`config.mk`:
```
export PLATFORM = sky130hd
export DESIGN_NAME = connect4_turn_ctrl
export DESIGN_NICKNAME = d
export VERILOG_FILES = /design/src/rtl/connect4_turn_ctrl.sv
export SDC_FILE = /design/constraint.sdc
export NUM_CORES = 1
export LEC_CHECK = 0
export ABC_AREA = 1
export BUFFER_PORTS_ARGS = -buffer_cell sky130_fd_sc_hd__buf_2
export CAP_MARGIN = 15
export CORE_ASPECT_RATIO = 1.75
export CORE_MARGIN = 3
export CORE_UTILIZATION = 52
export DETAILED_ROUTE_END_ITERATION = 8
export PLACE_DENSITY = 0.82
export SLEW_MARGIN = 20
export SYNTH_ARGS = -nofsm -noshare
export SYNTH_HDL_FRONTEND = slang
export SYNTH_SLANG_ARGS = --single-unit
```
`constraint.sdc`:
```
create_clock -name clk -period 1.7 [get_ports clk]
set_clock_uncertainty 0.05 [all_clocks]
set_input_delay 0.17 -clock clk [delete_from_list [all_inputs] [get_ports clk]]
set_output_delay 0.17 -clock clk [all_outputs]
set_load 0.03 [all_outputs]
```
`src/rtl/connect4_turn_ctrl.sv`:
```
`default_nettype none
// ============================================================================
// Module   : connect4_turn_ctrl
// Brief    : Connect-4 turn sequencer: cursor, column scan, board write,
//            win-check handoff, turn timer and game end.
// Revision : 1.0
// ============================================================================
module connect4_turn_ctrl #(
    parameter logic [3:0] TURN_TIME = 4'd10,
    parameter logic [2:0] START_COL = 3'd3
) (
    input  logic       clk,
    input  logic       reset,
    input  logic       move_left,
    input  logic       move_right,
    input  logic       move_made,
    input  logic       tick_1s,
    input  logic [1:0] rd_data,
    input  logic       check_done,
    input  logic       check_win,
    output logic [2:0] rd_row,
    output logic [2:0] rd_col,
    output logic       wr_en,
    output logic [2:0] wr_row,
    output logic [2:0] wr_col,
    output logic [1:0] wr_data,
    output logic       check_start,
    output logic [2:0] state,
    output logic       player_turn,
    output logic [2:0] cursor_col,
    output logic [3:0] time_left,
    output logic [5:0] move_count,
    output logic       col_full,
    output logic [1:0] winner,
    output logic       game_over
);

    typedef enum logic [2:0] {
        S_SELECT = 3'b000,
        S_SCAN   = 3'b001,
        S_WRITE  = 3'b010,
        S_CHECK  = 3'b011,
        S_NEXT   = 3'b100,
        S_WIN    = 3'b101,
        S_DRAW   = 3'b110
    } state_t;

    state_t     state_q;
    logic [2:0] rd_row_q, rd_col_q, wr_row_q, wr_col_q, cursor_col_q;
    logic [1:0] wr_data_q, winner_q;
    logic [3:0] time_left_q;
    logic [5:0] move_count_q;
    logic       wr_en_q, check_start_q, col_full_q, player_turn_q, game_over_q;

    always_ff @(posedge clk) begin
        if (reset) begin
            state_q       <= S_SELECT;
            rd_row_q      <= 3'd5;
            rd_col_q      <= 3'd0;
            wr_row_q      <= 3'd0;
            wr_col_q      <= 3'd0;
            wr_data_q     <= 2'b01;
            wr_en_q       <= 1'b0;
            check_start_q <= 1'b0;
            col_full_q    <= 1'b0;
            player_turn_q <= 1'b0;
            cursor_col_q  <= START_COL;
            time_left_q   <= TURN_TIME;
            move_count_q  <= 6'd0;
            winner_q      <= 2'b00;
            game_over_q   <= 1'b0;
        end else begin
            wr_en_q       <= 1'b0;
            check_start_q <= 1'b0;
            col_full_q    <= 1'b0;
            case (state_q)
                S_SELECT: begin
                    if (move_made) begin
                        rd_col_q <= cursor_col_q;
                        rd_row_q <= 3'd5;
                        state_q  <= S_SCAN;
                    end else begin
                        if (move_left && !move_right && cursor_col_q != 3'd0)
                            cursor_col_q <= cursor_col_q - 3'd1;
                        else if (move_right && !move_left && cursor_col_q != 3'd6)
                            cursor_col_q <= cursor_col_q + 3'd1;
                        // Last second expiring forfeits the turn without a write.
                        if (tick_1s) begin
                            if (time_left_q <= 4'd1) begin
                                time_left_q <= 4'd0;
                                state_q     <= S_NEXT;
                            end else begin
                                time_left_q <= time_left_q - 4'd1;
                            end
                        end
                    end
                end
                S_SCAN: begin
                    if (rd_data == 2'b00) begin
                        wr_row_q  <= rd_row_q;
                        wr_col_q  <= rd_col_q;
                        wr_data_q <= player_turn_q ? 2'b10 : 2'b01;
                        wr_en_q   <= 1'b1;
                        state_q   <= S_WRITE;
                    end else if (rd_row_q != 3'd0) begin
                        rd_row_q <= rd_row_q - 3'd1;
                    end else begin
                        col_full_q <= 1'b1;
                        state_q    <= S_SELECT;
                    end
                end
                S_WRITE: begin
                    check_start_q <= 1'b1;
                    state_q       <= S_CHECK;
                end
                S_CHECK: begin
                    if (check_done) begin
                        if (check_win) begin
                            winner_q    <= {player_turn_q, ~player_turn_q};
                            game_over_q <= 1'b1;
                            state_q     <= S_WIN;
                        end else begin
                            move_count_q <= move_count_q + 6'd1;
                            if (move_count_q == 6'd41) begin
                                winner_q    <= 2'b11;
                                game_over_q <= 1'b1;
                                state_q     <= S_DRAW;
                            end else begin
                                state_q <= S_NEXT;
                            end
                        end
                    end
                end
                S_NEXT: begin
                    player_turn_q <= ~player_turn_q;
                    cursor_col_q  <= START_COL;
                    time_left_q   <= TURN_TIME;
                    state_q       <= S_SELECT;
                end
                S_WIN, S_DRAW: begin
                end
                default: state_q <= S_SELECT;
            endcase
        end
    end

    assign rd_row      = rd_row_q;
    assign rd_col      = rd_col_q;
    assign wr_en       = wr_en_q;
    assign wr_row      = wr_row_q;
    assign wr_col      = wr_col_q;
    assign wr_data     = wr_data_q;
    assign check_start = check_start_q;
    assign state       = state_q;
    assign player_turn = player_turn_q;
    assign cursor_col  = cursor_col_q;
    assign time_left   = time_left_q;
    assign move_count  = move_count_q;
    assign col_full    = col_full_q;
    assign winner      = winner_q;
    assign game_over   = game_over_q;

endmodule
`default_nettype wire

```
-- Word-level counts from Yosys, hierarchy flattened
Index checks and enable logic that the tools add are counted.
- bits in registers: 37
- input bits: 10
- output and inout bits: 37
- $add $sub $neg: 5
- $lt $le $gt $ge: 1
- eq/ne operators: 18
- multiplexer cells: 29
- bitwise operators: 4
- reductions and logical operators: 24
- operator list (operator ; number):
    3-bit two-way mux ; 12
    3-bit != test (second input constant) ; 5
    3-bit one-hot mux with 5 select lines ; 1
    4-bit two-way mux ; 3
    2-bit != test (second input constant) ; 6
    3-bit one-hot mux with 2 select lines ; 2
    3-bit AND reduction ; 4
    2-bit two-way mux ; 5
    3-bit == test (second input constant) ; 3
    4-bit one-hot mux with 2 select lines ; 1
    6-bit by 1-bit adder with 6-bit output (second input constant) ; 1
    3-bit by 2-bit == test with 1-bit output (second input constant) ; 2
    6-bit == test (second input constant) ; 1
    2-bit nonzero test ; 3
    3-bit nonzero test ; 2
    3-bit by 1-bit subtractor with 3-bit output (second input constant) ; 2
    1-bit two-way mux ; 5
    5-bit AND reduction ; 1
    4-bit by 1-bit less-or-equal comparator with 1-bit output (second input constant) ; 1
    1-bit logical AND ; 4
    1-bit inverter ; 4
    2-bit AND reduction ; 2
    4-bit AND reduction ; 1
    2-bit OR reduction ; 2
    other kinds (7) ; 8

-- Logic depth before layout (Yosys ltp)
Gate-level depths: netlist of the first run.
- word-level depth: 7
- gate-level depth with buffers: 10

-- Worst setup path before layout of the first run
No wires, ideal clock.
- kind: register -> register
- start point: register cursor_col_q[0], in the netlist cursor_col[0]
- end point: register cursor_col_q[1], in the netlist cursor_col[1]
- library setup time: 122 ps
- arrival: 1541 ps
- data required time: 1528 ps
- setup slack: -13 ps
- stages on the path, launching flop included: 8
- clock period less this slack: 1713 ps
- path through: dfxtp_1 inv_1 nand3_1 nand2_1 fa_1 nand2_1 nand3_1 nand3_1
- cells in the longest elaborated chain, start to end: 5
- elaborated cells on any way between the ends: 12
- RTL lines (what ; line ; source):
    start: declaration ; 49 ; logic [2:0] rd_row_q, rd_col_q, wr_row_q, wr_col_q, cursor_col_q;
    start signal: assignment ; 84 ; cursor_col_q <= cursor_col_q - 3'd1;
    start signal: assignment ; 86 ; cursor_col_q <= cursor_col_q + 3'd1;
    3-bit by 1-bit adder with 3-bit output or 3-bit nonzero test (tied branches) ; 86, 83 ;
    3-bit two-way mux or 1-bit logical AND (tied branches) ; 85, 83 ;
    3-bit two-way mux ; 83 ; if (move_left && !move_right && cursor_col_q != 3'd0)
    3-bit two-way mux ; 78 ; if (move_made) begin
    3-bit one-hot mux with 2 select lines ; 76 ; case (state_q)
Parallel ways exist; a longest one is shown, timed or not. The select of a mux whose other input is x is not followed.
A chain may end at the register's enable or synchronous reset.

-- Worst setup path after layout of the first run
Ends and elaborated chain as after synthesis.

==> flow_summary.toml, run 1 <==
[outcome]
outcome = "finished clean"

[layout]
finalCoreUtilization = 0.667
fin_nets = 340
area_delta_synth_final_pct = 20.8
drive_above_1_share = 0.244
n_antenna_cell = 0

[critical_path]
r2r_cells = 7
end_kind = "flip-flop"
path_cells = "inv_1 -> nand3_1 -> nand2_1 -> fa_1 -> nand2_1 -> nand3_1 -> nand3_1"
cp-start-kind = "flip-flop"
setup.worst_path.class = "flip-flop to flip-flop"
arrival_ps = 1660
cp_max_fo = 5
cpMostUsedCell = "nand3_1"
cp_slowest_stage_delay_ps = 500
r2r_start = "cursor_col[0]"
rrSetupSlack_ps = 170
crit_required_ps = 1830
crit_slowest_cell = "fa_1"
cp-startpoint = "cursor_col[0]"

[drt]
wl_per_cell_um = 11.6
ant_nets = 0
vias_per_cell = 5.01
drc = 0
dr.first_iter.drc_count = 28
vias = 1847
totalWireLength_um = 4270
firstDrtPassIters = 4

[clock_network]
postCtsSetupBuffers = 0
htreeDepth = 2
cts_sinks = 37
path_clk_slew_ps = 80
cts_buffer_depth = 2
clk_latency_ps = 290
postCtsHoldBufs = 0
cts_tree = "yes"
cts_buffers = 5
cts_resized = 0
root_buffer = "clkbuf_8"

[synth]
synth.avg_cell_area_sq_um = 7.05
ys_ff_latch = 37
async_flop_share = 0
synth_ff_type = "dfxtp_1"
synth_cell_types = 30
yosysWarnings = 0
syn_inst = 269
yosysSeqAreaShare = 0.391
synth_edf_count = 0
syn_area_sq_mm = 0.00190
syn-num-nets = 286

[timing]
tightest_slew_ps = 312
drv_slew = 0
fin_crit_ps = 1530
hold_ws_ps = 149
finalHoldViolations = 0
fmax_mhz = 653
tns_ps = 0
max-slew-margin-rel = 0.792
final-setup-viol-count = 0
timing.final.crit_share = 0.901
fin_ws_ps = 169
rsz0062_at_grt = "no"

[place]
io_buffer_count = 46
place_congestion = 0.784
dp_hpwl_um = 3340
dpl_worst_slack_ps = 189

[global_routing]
antenna_found_initial = 0
grt_pass1_wl_um = 7310
grtUsageTotal = 0.214
overflow = 0
grt_pass1_vias = 1786
grt_max_degree = 19

[die]
fp-row-count = 28
die-area_sq_mm = 0.00444
initial_utilization = 0.552
fp.coreArea_sq_mm = 0.00343
io-pin-count = 47
die_w_um = 51.7
die_h_um = 85.9

[hold_path]
hold_start = "move_made"
whs_path_depth = 3
hp-class = "primary input to flip-flop"

[pwr]
p_leak_uw = 0.00116
peakVddDrop_mv = 0.876
power_uw = 3480
power.density_mw_per_mm2 = 1520

[flow_run]
maxCapViolations = 0
[path summary, 6_finish.rpt]
kind	end
max	cursor_col[1]
max reg2reg	cursor_col[1]
min	rd_col[0]
min reg2reg	wr_data[0]
[synthesized netlist by cell type (4+ instances only)]
cell | instances | area (sq um)
ha_1 | 6 | 75.1
inv_1 | 36 | 135
inv_2 | 4 | 15.0
a21oi_1 | 19 | 95.1
o21ai_0 | 14 | 70.1
dfxtp_1 | 37 | 741
nand3_1 | 23 | 115
nor3_1 | 5 | 25.0
nor2_1 | 30 | 113
nand2_1 | 64 | 240
nor2_4 | 4 | 45.0
[through the flow]
step                cell area, sq um  std cells
floorplan                       1900        269
global placement                2190        361
detailed placement              2190        361
CTS                             2290        369
global route                    2290        369
finish                          2290        369
[flip-flops by register name (all words and copies together), names as in the netlist]
register,flops
wr_data,2
move_count,6
rd_col,3
col_full,1
check_start,1
wr_row,3
state,3
winner,2
wr_col,3
cursor_col,3
rd_row,3
player_turn,1
game_over,1
wr_en,1
time_left,4
[placed cells by master (no fill, tap or decap), types with 4 or more instances in the layout]
cell type and n:
nor3_1 5, ha_1 6, nor2_4 4, clkbuf_8 6
nor2_1 30, nand3_1 23, buf_2 46, o21ai_0 14
nand2_1 64, inv_1 36, a21oi_1 19, dfxtp_1 35
buf_4 6, inv_2 4
[routing by layer]
metal | part of all wire | global-route usage
met1 | 0.39 | 0.226
met2 | 0.54 | 0.392
met3 | 0.052 | 0.0487
met4 | 0.021 | 0.0859
met5 | 0 | 0
[cell families (layout without fill, tap and decap cells)]
kind of cell | Yosys count | in the layout | synth area share
flops | 37 | 37 | 0.391
buf+inv | 46 | 101 | 0.100
simple gates | 135 | 135 | 0.325
fa+ha+maj | 7 | 7 | 0.0501
xor+xnor | 3 | 3 | 0.0139
compound gates | 41 | 41 | 0.121
[power breakdown]
group          internal (uW)  switching, uW  total [uW]
clock                    328            315         643
sequential              1030            164        1190
combinational            509           1130        1640
total                   1860           1610        3480
[final cells by class]
class / count / area [sq um]
clock buffer: 6 / 82.6
clock inverter: 2 / 13.8
fill: 325 / 1140
inverter: 41 / 154
multi-input combinational: 186 / 966
sequential: 37 / 743
tap: 45 / 56.3
timing repair buffer: 52 / 275
[critical path, delay by kind of cell (launching register included)]
family	cells	cell delay [ps]
fa+ha+maj	1	500
buf+inv	1	100
flops	1	350
simple gates	5	410
Note: power is estimated with default switching activity, not from simulation.
==> run 2, diff against run 1 <==
- ABC_AREA: 1 -> 0
- BUFFER_PORTS_ARGS: -buffer_cell sky130_fd_sc_hd__buf_2 -> -buffer_cell sky130_fd_sc_hd__buf_4
- PLACE_DENSITY: 0.82 -> 0.83
==> run 2 against run 1 <==
Against the previous run:
- final cell count decreased by 14%
- global-route usage decreased by 1.7 points
- die area decreased by 2.9%
- via count decreased by 7.0%
- largest power group unchanged
- clock-buffer cell count increased by 1
- register-to-register slack got worse by 170 ps
==> flow_summary.toml, run 2 <==
[critical_path]
setup.worst_path.class = "flip-flop to flip-flop"
end_kind = "flip-flop"
cp-endpoint = "rd_row[2]"
cp_max_fo = 3
crit_required_ps = 1830
r2r_cells = 8
arrival_ps = 1820
rrSetupSlack_ps = 2
reg2reg_to = "rd_row[2]"
r2r_start = "rd_row[1]"
cp-startpoint = "rd_row[1]"
cp-start-kind = "flip-flop"

[global_routing]
overflow = 0
grt_pass1_wl_um = 6780
antenna_found_initial = 0
grt_max_degree = 34
grt_pass1_vias = 1588
grtUsageTotal = 0.197

[pwr]
combPwrFrac = 0.476
power.density_mw_per_mm2 = 1540
clkPwrFrac = 0.201
peakVddDrop_mv = 1.15
p_int_uw = 2340
p_leak_uw = 0.00106
p_seq_frac = 0.323
switchingPower_uw = 1520
power.share.switching = 0.393

[layout]
n_antenna_cell = 0
fin_nets = 289
fin_cells = 316
final_common_cell = "buf_4"
drive_above_1_share = 0.374
largest_reg_flops = 6
fillers = 245
area_delta_synth_final_pct = 36.7
final_cell_mix = "64 x buf_4, 28 x dfxtp_1, 25 x nand2_1, 25 x nor2_1, 16 x a21oi_1"

[outcome]
outcome = "finished clean"

[drt]
firstDrtPassIters = 4
wl_per_cell_um = 13.0
maxUsedRoutingLayer = "met4"
vias = 1718
ant_nets = 0
wl_met3_um = 182
totalWireLength_um = 4120
vias_per_cell = 5.44
drc = 0
wl_met2_um = 2230
wl_met1_um = 1620
dr.first_iter.drc_count = 59

[clock_network]
postCtsHoldBufs = 0
path_clk_slew_ps = 80
cts_buffer_depth = 2
htreeDepth = 2
clk_latency_ps = 280
root_buffer = "clkbuf_8"
cts_tree = "yes"
cts_buffers = 5
cts_sinks = 37

[synth]
syn_area_sq_mm = 0.00184
synth.avg_cell_area_sq_um = 8.82
synth_top_area_cell = "dfxtp_1"
yosysWarnings = 0
ys_top_cells_by_area = "dfxtp_1 40%, nand2_1 5.3%, nor2_1 5.1%"
netlist.area_leader.share = 0.404
synth_cell_types = 53
synth_top_cells_by_count = "37 x dfxtp_1, 26 x nand2_1, 25 x nor2_1"
synth_ff_type = "dfxtp_1"
yosysMostFrequentCell = "dfxtp_1"
syn-num-nets = 225
syn_inst = 208
ys_ff_latch = 37
yosysSeqAreaShare = 0.404
synth_edf_count = 0
async_flop_share = 0

[timing]
fin_crit_ps = 1700
tightest_slew_ps = 400
max-slew-margin-rel = 0.733
timing.final.crit_share = 0.999
drv_slew = 0
tns_ps = 0
fin_ws_ps = 2.40
fmax_mhz = 589
final-setup-viol-count = 0
rsz0062_at_grt = "yes"
finalHoldViolations = 0

[place]
dp_hpwl_um = 2980
dpl_worst_slack_ps = -13.5
dp_cells = 303
place_congestion = 0.776
io_buffer_count = 46

[die]
die-area_sq_mm = 0.00431
die_w_um = 50.9
fp.coreArea_sq_mm = 0.00328
fp-row-count = 27
die_h_um = 84.6
initial_utilization = 0.560
io-pin-count = 47

[flow_run]
maxCapViolations = 0

[hold_path]
hp-class = "primary input to flip-flop"
==> run 2: cell count changes after synthesis, sizes merged, moves of 7 or more <==
cell   change
nand3     -23
inv       -30
nand2     -40
nor2      -10
o21ai      -7
==> run 2: repair_timing <==
action	in CTS	in global routing
resized for setup	0	15
setup buffers	0	5
endpoints found under the setup margin	0	6
==> run 2: through the flow <==
step / util / cell area (sq um) / hold WS, ps / total power, uW
after floorplan: - / 1850 / 189 / 2420
after global placement: 0.704 / 2310 / 393 / 2920
after detailed placement: 0.704 / 2310 / 397 / 2950
after CTS: 0.740 / 2420 / 95.0 / 3730
after global routing: 0.766 / 2510 / 100 / 4090
final: 0.766 / 2510 / 103 / 3860
==> run 2: power groups by stage <==
stage          clock network, uW  logic [uW]  registers, uW
3_5_place_dp                   0        1710           1240
4_1_cts                      789        1720           1220
2_1_floorplan                  0         937           1480
5_1_grt                      823        2000           1270
6_report                     776        1840           1240
3_3_place_gp                   0        1680           1240
==> run 2: layer usage <==
metal / vias up / track usage
met5: - / 0
met4: 0 / 0.0907
met3: 9 / 0.0373
met2: 51 / 0.364
met1: 810 / 0.204
li1: 848 / -
==> run 2: worst min-delay path by stage <==
stage	from	end	slack (ps)	depth (start not counted)
finish	check_win	winner[1]	100	2
CTS	check_win	winner[1]	90	2
global placement	wr_col[0]	wr_col[0]	390	2
global route	check_win	winner[1]	100	2
detailed placement	wr_row[2]	wr_row[2]	400	2
floorplan	reset	rd_row[1]	190	1
==> run 2: logic make-up after synthesis <==
group                      after synthesis  share of synthesized area
AOI/OAI and AO/OA                       43                      0.170
xor gates and xnor gates                11                     0.0525
adders and majority gates                7                     0.0518
buffers and inverters                   17                     0.0416
DFF                                     37                      0.404
muxes                                    4                     0.0218
and+or+nand+nor                         89                      0.259
==> run 2: final cells by class <==
class                      instances  area [sq um]  area share
clock buffer                       7          86.3      0.0344
clock inverter                     1          30.0      0.0120
inverter                          10          37.5      0.0150
multi-input combinational        154          1060       0.422
sequential                        37           762       0.304
tap                               43          53.8      0.0214
timing repair buffer              64           480       0.192
==> run 2: critical path, cell delays in order, from the launching register on <==
cell	delay (ps)
dfxtp_2	360
inv_2	60
ha_4	150
and3b_2	220
a2111oi_4	300
buf_4	190
nand2_2	50
xor2_1	140
nand2_1	70
==> run 3, diff against run 2 <==
- PLACE_DENSITY: 0.83 -> not set
- PLACE_DENSITY_LB_ADDON: not set -> 0.05
- REMOVE_ABC_BUFFERS: not set -> 1
==> run 3 against run 2 <==
Against the previous run:
- critical path depth shrank 3
- largest power group unchanged
- critical path type unchanged
- non-clock buffer count grew 2
- flip-flop and latch count is the same
- total power shrank 5.7%
- global-route usage grew 1.0 points
==> flow_summary.toml, run 3 (synthesis results as in run 2) <==
[die]
fp-row-count = 27
die_w_um = 50.9
fp.coreArea_sq_mm = 0.00328
io-pin-count = 47
die_h_um = 84.6
die-area_sq_mm = 0.00431
initial_utilization = 0.560

[timing]
timing.final.crit_share = 0.962
finalHoldViolations = 0
fin_crit_ps = 1630
drv_slew = 0
fmax_mhz = 612
final-setup-viol-count = 0
tightest_slew_ps = 397
rsz0062_at_grt = "no"
max-slew-margin-rel = 0.734

[clock_network]
cts_buffer_depth = 2
clk_latency_ps = 290
cts_buffers = 5
root_buffer = "clkbuf_8"
postCtsSetupBuffers = 0
path_clk_slew_ps = 70
cts_sinks = 37
htreeDepth = 2
cts_tree = "yes"

[critical_path]
cp_max_fo = 4
crit_slowest_cell = "fa_1"
cpLargestDelayFamily = "adder cells"
crit_required_ps = 1840
cp-start-kind = "flip-flop"
arrival_ps = 1780
cp_slowest_stage_delay_ps = 450
path_buf_inv = 0
path_cells = "nor3_2 -> or2_4 -> fa_1 -> and4b_1 -> o31ai_1"
end_kind = "flip-flop"
setup.worst_path.class = "flip-flop to flip-flop"

[global_routing]
overflow = 0
grt_max_degree = 34
grt_pass1_wl_um = 6810
grtUsageTotal = 0.207
grt_pass1_vias = 1531
antenna_found_initial = 0

[drt]
vias = 1672
firstDrtPassIters = 4
wl_per_cell_um = 12.8
drc = 0
dr.first_iter.drc_count = 24
vias_per_cell = 5.26
ant_nets = 0
totalWireLength_um = 4060

[pwr]
power_uw = 3640
p_leak_uw = 0.00105
peakVddDrop_mv = 1.04
power.density_mw_per_mm2 = 1490

[hold_path]
hp-class = "primary input to flip-flop"

[layout]
final_cell_mix = "66 x buf_4, 33 x dfxtp_1, 26 x nand2_1"
drive_above_1_share = 0.331
finalCoreUtilization = 0.747
n_antenna_cell = 0
final_common_cell = "buf_4"
fin_nets = 291
largest_reg_flops = 6
area_delta_synth_final_pct = 33.3

[place]
io_buffer_count = 46
dp_hpwl_um = 3080
place_congestion = 0.794

[outcome]
outcome = "finished clean"

[flow_run]
maxCapViolations = 0
-- run 3: cell types whose count changed in the layout (fill, tap and decap cells not counted), moves of 2 or more --
| cell | change |
|---|---|
| dfxtp_1 | +5 |
| dfxtp_4 | -3 |
| a21oi_1 | +2 |
| a21oi_2 | -2 |
| buf_4 | +2 |
| clkbuf_1 | +2 |
| dfxtp_2 | -2 |
| inv_1 | +2 |
| inv_2 | -2 |
-- run 3: path summary, 6_finish.rpt --
check	start	endpoint	slack, ps	depth (start not counted)
max	cursor_col[1]	cursor_col[1]	70	5
min	check_win	winner[1]	100	2
max reg2reg	cursor_col[1]	cursor_col[1]	70	5
min reg2reg	wr_col[2]	wr_col[2]	410	2
-- run 3: metal layers --
layer | GRT usage | part of all wire
met3 | 0.0391 | 0.034
met5 | 0 | 0
met2 | 0.363 | 0.53
met1 | 0.227 | 0.41
met4 | 0.110 | 0.024
-- run 3: stage by stage --
step / TNS (ps) / hold slack [ps] / cell area [sq um] / cells / setup WS, ps
3_5_place_dp: -39.2 / 398 / 2350 / 310 / -39.2
6_report: 0 / 104 / 2450 / 318 / 65.3
2_1_floorplan: -2690 / 189 / 1800 / 201 / -253
4_1_cts: 0 / 96.3 / 2430 / 318 / 18.2
3_3_place_gp: 0 / 394 / 2350 / 310 / 43.5
5_1_grt: 0 / 101 / 2450 / 318 / 1.65
-- run 3: power by group --
part,leakage (uW),internal [uW],switching (uW)
combinational,0.000708,842,1060
clock,0.0000395,291,290
sequential,0.000302,1020,130
-- run 3: repair_timing --
action | 4_1_cts | 5_1_grt
setup endpoints to repair | 1 | 6
gates resized for setup | 0 | 9
pin swaps | 1 | 3
hold buffers | 0 | 0
-- run 3: layout make-up --
class                           count  area, sq um
Tap cell                           43         53.8
Clock buffer                        8         80.1
Timing Repair Buffer               66          495
Sequential cell                    37          748
Inverter                           10         37.5
Fill cell                         270          830
Multi-Input combinational cell    154         1030
